File: config.mk
export PLATFORM = sky130hd
export DESIGN_NAME = uart_tx
export DESIGN_NICKNAME = d
export VERILOG_FILES = /design/src/rtl/uart_tx.sv
export SDC_FILE = /design/constraint.sdc
export NUM_CORES = 1
export LEC_CHECK = 0
export BUFFER_PORTS_ARGS = -buffer_cell sky130_fd_sc_hd__buf_4
export CAP_MARGIN = 5
export CELL_PAD_IN_SITES_DETAIL_PLACEMENT = 1
export CELL_PAD_IN_SITES_GLOBAL_PLACEMENT = 1
export CORE_UTILIZATION = 48
export CTS_CLUSTER_DIAMETER = 200
export DETAILED_ROUTE_END_ITERATION = 6
export GPL_ROUTABILITY_DRIVEN = 0
export PLACE_DENSITY_LB_ADDON = 0.05
export SLEW_MARGIN = 25
export SYNTH_ARGS = -nofsm -noshare
export SYNTH_HDL_FRONTEND = slang
export SYNTH_SLANG_ARGS = --single-unit
File: constraint.sdc
create_clock -name clk -period 4.65 [get_ports clk]
set_input_delay 0.93 -clock clk [delete_from_list [all_inputs] [get_ports clk]]
set_output_delay 0.93 -clock clk [all_outputs]
set_load 0.02 [all_outputs]
File: src/rtl/uart_tx.sv
// uart_tx: oversampled UART transmitter.
// Sends a start bit, DATA_BITS data bits LSB first, an optional odd parity bit
// and one stop bit on tx_pin. The bit period is OVS_FACTOR tick_16x strobes.
// Optional feature macro: UART_TX_BREAK_EN adds break_req. A break holds the
// line low, then sends one bit period of mark before returning to idle.
module uart_tx #(
  parameter int DATA_BITS  = 8,
  parameter int OVS_FACTOR = 16
) (
  input  logic                 clk,
  input  logic                 reset,
  input  logic                 tick_16x,
  input  logic [DATA_BITS-1:0] tx_data,
  input  logic                 tx_valid,
  output logic                 tx_ready,
  input  logic                 parity_enable,
`ifdef UART_TX_BREAK_EN
  input  logic                 break_req,
`endif
  output logic                 tx_pin,
  output logic                 tx_done
);

  // Fall back to a 1-bit counter so that a bad OVS_FACTOR reaches the fatal
  // check below instead of causing a zero-width elaboration error.
  localparam int OW = (OVS_FACTOR < 2) ? 1 : $clog2(OVS_FACTOR);

  if (DATA_BITS < 5 || DATA_BITS > 8) begin : g_bad_data_bits
    $fatal(1, "uart_tx: DATA_BITS must be 5..8");
  end
  if (OVS_FACTOR < 2 || (OVS_FACTOR & (OVS_FACTOR - 1)) != 0) begin : g_bad_ovs
    $fatal(1, "uart_tx: OVS_FACTOR must be a power of 2 and >= 2");
  end

  typedef enum logic [2:0] {
    S_IDLE,
    S_START,
    S_DATA,
    S_PARITY,
    S_STOP
`ifdef UART_TX_BREAK_EN
    , S_BREAK,
    S_MAB
`endif
  } state_t;

  state_t               state, state_n;
  logic [OW-1:0]        os_count, os_n;
  logic [2:0]           bit_index, bi_n;
  logic [DATA_BITS-1:0] shift_q, shift_n;
  logic                 par_en, par_n;
  logic                 pin_n, done_n;
  logic                 bit_end;

  // The handshake is only allowed in IDLE. It does not wait for a tick.
  assign tx_ready = (state == S_IDLE);

  // The last tick of the current bit period.
  assign bit_end = tick_16x && (os_count == OW'(OVS_FACTOR - 1));

  // State and datapath registers. The reset value puts the line in mark.
  always_ff @(posedge clk or posedge reset) begin
    if (reset) begin
      state     <= S_IDLE;
      os_count  <= '0;
      bit_index <= '0;
      shift_q   <= '0;
      par_en    <= 1'b0;
      tx_pin    <= 1'b1;
      tx_done   <= 1'b0;
    end else begin
      state     <= state_n;
      os_count  <= os_n;
      bit_index <= bi_n;
      shift_q   <= shift_n;
      par_en    <= par_n;
      tx_pin    <= pin_n;
      tx_done   <= done_n;
    end
  end

  // Next-state logic. tx_pin is computed for the state being entered, so the
  // new bit appears on the same edge that starts it.
  always_comb begin
    state_n = state;
    os_n    = os_count;
    bi_n    = bit_index;
    shift_n = shift_q;
    par_n   = par_en;
    pin_n   = tx_pin;
    done_n  = 1'b0;
    if (tick_16x)
      os_n = bit_end ? '0 : os_count + 1'b1;

    case (state)
      S_IDLE: begin
        os_n  = '0;
        pin_n = 1'b1;
`ifdef UART_TX_BREAK_EN
        if (break_req) begin
          state_n = S_BREAK;
          pin_n   = 1'b0;
        end else
`endif
        if (tx_valid) begin
          shift_n = tx_data;
          par_n   = parity_enable;
          state_n = S_START;
          pin_n   = 1'b0;
        end
      end
      S_START: if (bit_end) begin
        state_n = S_DATA;
        bi_n    = '0;
        pin_n   = shift_q[0];
      end
      S_DATA: if (bit_end) begin
        if (bit_index == 3'(DATA_BITS - 1)) begin
          if (par_en) begin
            state_n = S_PARITY;
            pin_n   = ~^shift_q;
          end else begin
            state_n = S_STOP;
            pin_n   = 1'b1;
          end
        end else begin
          bi_n  = bit_index + 1'b1;
          pin_n = shift_q[bi_n];
        end
      end
      S_PARITY: if (bit_end) begin
        state_n = S_STOP;
        pin_n   = 1'b1;
      end
      S_STOP: if (bit_end) begin
        state_n = S_IDLE;
        pin_n   = 1'b1;
        done_n  = 1'b1;
      end
`ifdef UART_TX_BREAK_EN
      S_BREAK: begin
        os_n  = '0;
        pin_n = 1'b0;
        if (!break_req) begin
          state_n = S_MAB;
          pin_n   = 1'b1;
        end
      end
      S_MAB: if (bit_end) begin
        state_n = S_IDLE;
        pin_n   = 1'b1;
      end
`endif
      default: begin
        state_n = S_IDLE;
        os_n    = '0;
        pin_n   = 1'b1;
      end
    endcase
  end

endmodule

==> flow_summary_export.csv <==
group,metric,value,unit
sta,rsz0062_at_grt,"no",
sta,worst_clock_skew,0.00217,ns
route,wl_per_cell,14.8,um
setup_path,reg2reg_depth,5,
synth,synth_area,1200,um^2
worst_hold_path,hp-class,"reg -> reg",
sta,tightest_slew,0.811,ns
cells_and_area,fin_util,58.1,%
global_route,use_met3,3.51,%
global_route,grt_pass1_wl,3.66,mm
global_route,grt_pass1_vias,831,
cts,cts_resized,0,
floorplan,pin_count,16,
setup_path,arrival,1.25,ns
cells_and_area,diodes,0,
synth,avgSynthCellArea,11.1,um^2
floorplan,die_w,52.0,um
place,dp_slack,2.70,ns
cells_and_area,area_delta_synth_final,10.0,%
route,drt-initial-drc-count,0,
floorplan,rows,17,
power,power.density,539,nW/um^2
worst_hold_path,holdPathStages,1,
synth,seq_area_frac_synth,43.9,%
route,drt-vias-per-instance,5.63,
synth,synth-seq-cells,21,
synth,syn_nets,124,
sta,hold_viol_final,0,
sta,timing.final.ws_setup,2.47,ns
run_status,status,"finished, final reports clean",
sta,fin_crit,2.18,ns
place,port_buffers,15,
cts,h-tree-depth,1,
flow_run,cap_viol_max_count,0,
cts,path_clk_slew,0.11,ns
cts,cts_sinks,21,
route,num_vias,839,
synth,synthCells,108,
sta,clock.fmax,0.458,GHz
cts,clockBufferDepth,2,
setup_path,cp-end-kind,"output port",
floorplan,fp.coreArea,2280,um^2
synth,yosysWarnings,0,
global_route,grt_max_degree,22,
power,max-vdd-ir-drop,0.327,mV
cts,ctsRootBufferMaster,"clkbuf_4",
cells_and_area,drive_above_1_share,28.1,%
cts,hold_buffers,0,
global_route,grtUsageMet1,24.2,%
setup_path,r2r_start,"bit_index[0]$_DFFE_PP0P_",
place,dpl.hpwl,1.69,mm
cells_and_area,fillers,247,
route,first_pass_iters,1,
setup_path,critPathKind,"reg -> out",
sta,fin_crit_sh,46.9,%
setup_path,rrSetupSlack,2.76,ns
power,leakage,0.000561,uW
sta,final-setup-viol-count,0,
cts,clock_latency,0.31,ns
sta,finalMaxSlewViolations,0,
cts,cts_buffers,3,
cells_and_area,nNetsFinal,138,
sta,tns,0,ns
global_route,grt_antenna_before_repair,0,
cts,cts_setup_buffers,0,
setup_path,start_kind,"register",
synth,ys_types,37,
route,finalWirelength,2.21,mm
worst_hold_path,min_to,"bit_index[2]$_DFFE_PP0P_",
global_route,use_met2,30.8,%
floorplan,dieHeight,52.0,um
floorplan,dieArea,2710,um^2
route,postRouteAntennaNets,0,
setup_path,cp.required,3.72,ns
sta,relSlewSlack,45.9,%
setup_path,worstReg2RegEnd,"tx_pin$_DFFE_PP1P_",
global_route,overflow,0,
global_route,grt_use_total,19.6,%
route,drcViolationCount,0,
worst_hold_path,hold_start,"bit_index[2]$_DFFE_PP0P_",
floorplan,initial_core_util,52.8,%
cts,cts_tree,"yes",
global_route,busiest_layer,"met2",
setup_path,cp_max_fo,12,
[placed cells by master (no fill, tap or decap), types with 2 or more instances in the layout]
cell type  netlist  layout
a21oi_1          2       2
a22o_1           2       2
a22oi_1          2       2
and2_1           2       2
buf_4            2      15
clkbuf_4         0       3
dfrtp_1         20      20
ha_1             3       3
inv_1            3       3
mux2_2          10      10
mux2i_1          5       5
nand2_1          5       5
nand3b_1         2       2
nand4_1          2       2
nor2_1           8       8
nor2b_1          2       2
nor3_1           2       2
nor3_2           2       2
o21ai_0          5       5
xnor2_1          7       7
xor2_1           3       3
[registers in the layout, summed over array words and instances (netlist names)]
signal / flops
bit_index: 3
os_count: 4
par_en: 1
shift_q: 8
state: 3
tx_done: 1
tx_pin: 1
[layout make-up]
type | instances | area, um^2 | share of cell area [%]
flip-flops and latches | 21 | 527 | 39.9
multi-input cells | 78 | 609 | 46.1
inverters | 3 | 11.3 | 0.852
clock buffers | 4 | 26.3 | 1.99
well taps | 28 | 35.0 | 2.65
repair buffers | 15 | 113 | 8.52
[where the power goes]
part | leakage, uW | switching [uW] | total (uW) | internal, uW
Clock | 0.0000150 | 55.7 | 89.2 | 33.5
Combinational | 0.000287 | 124 | 293 | 169
Sequential | 0.000259 | 77.0 | 330 | 253
Total | 0.000561 | 257 | 712 | 455
[cells by family (layout without fill, tap and decap cells)]
| logic type | after synthesis | count (layout) | synth area share, % |
|---|---|---|---|
| flip-flops | 21 | 21 | 43.9 |
| AO/OA/AOI/OAI | 18 | 18 | 11.7 |
| AND/OR/NAND/NOR | 32 | 32 | 15.1 |
| buffers and inverters | 9 | 22 | 5.42 |
| adder cells (fa/ha/maj) | 3 | 3 | 3.13 |
| XOR/XNOR | 10 | 10 | 7.29 |
| multiplexers | 15 | 15 | 13.5 |
[worst max path at each step]
stage | start | endpoint | slack [ns] | depth (start not counted)
global route | state[0]$_DFFE_PP0P_ | tx_ready | 2.40 | 2
floorplan | tick_16x | tx_pin$_DFFE_PP1P_ | 2.75 | 5
global placement | tick_16x | tx_pin$_DFFE_PP1P_ | 2.72 | 6
CTS | state[0]$_DFFE_PP0P_ | tx_ready | 2.47 | 2
detailed placement | tick_16x | bit_index[1]$_DFFE_PP0P_ | 2.70 | 5
finish | state[0]$_DFFE_PP0P_ | tx_ready | 2.47 | 2
[worst max-delay path: stages (launching register included)]
cell     delay (ns)
dfrtp_1        0.54
nor3_2         0.23
buf_4          0.17
[cell usage after synthesis]
library cell / number / area share [%]
a211oi_1: 1 / 0.63
a21o_1: 1 / 0.63
a21oi_1: 2 / 0.83
a221oi_1: 1 / 0.73
a22o_1: 2 / 1.5
a22oi_1: 2 / 1.2
and2_1: 2 / 1.0
and2b_1: 1 / 0.63
and3_1: 1 / 0.52
and4_4: 1 / 0.94
buf_2: 1 / 0.42
buf_4: 2 / 1.2
buf_6: 3 / 2.8
dfrtp_1: 20 / 42
dfstp_2: 1 / 2.2
ha_1: 3 / 3.1
inv_1: 3 / 0.94
mux2_2: 10 / 9.4
mux2i_1: 5 / 4.2
nand2_1: 5 / 1.6
nand3_1: 1 / 0.42
nand3b_1: 2 / 1.2
nand4_1: 2 / 1.0
nor2_1: 8 / 2.5
nor2_2: 1 / 0.52
nor2b_1: 2 / 1.0
nor3_1: 2 / 0.83
nor3_2: 2 / 1.7
nor3b_1: 1 / 0.63
o2111ai_1: 1 / 0.73
o21ai_0: 5 / 2.1
o21ai_1: 1 / 0.42
o311ai_4: 1 / 2.2
o32ai_1: 1 / 0.73
or3_1: 1 / 0.52
xnor2_1: 7 / 5.1
xor2_1: 3 / 2.2
[stage by stage]
stage / instances / area (um^2) / power (uW) / hold slack, ns
2_1_floorplan: 108 / 1200 / 566 / 0.470
3_3_place_gp: 145 / 1290 / 620 / 0.497
3_5_place_dp: 145 / 1290 / 634 / 0.509
4_1_cts: 149 / 1320 / 725 / 0.535
5_1_grt: 149 / 1320 / 769 / 0.554
6_report: 149 / 1320 / 712 / 0.532
[routing by layer]
metal  share of wire (%)  up-vias  wire, um
met5                   0        -         0
met4                 2.6        0        57
met1                  48      412      1060
li1                    -      411         -
met2                  47       12      1040
met3                 1.9        4        41
(Power assumes the default switching activity.)
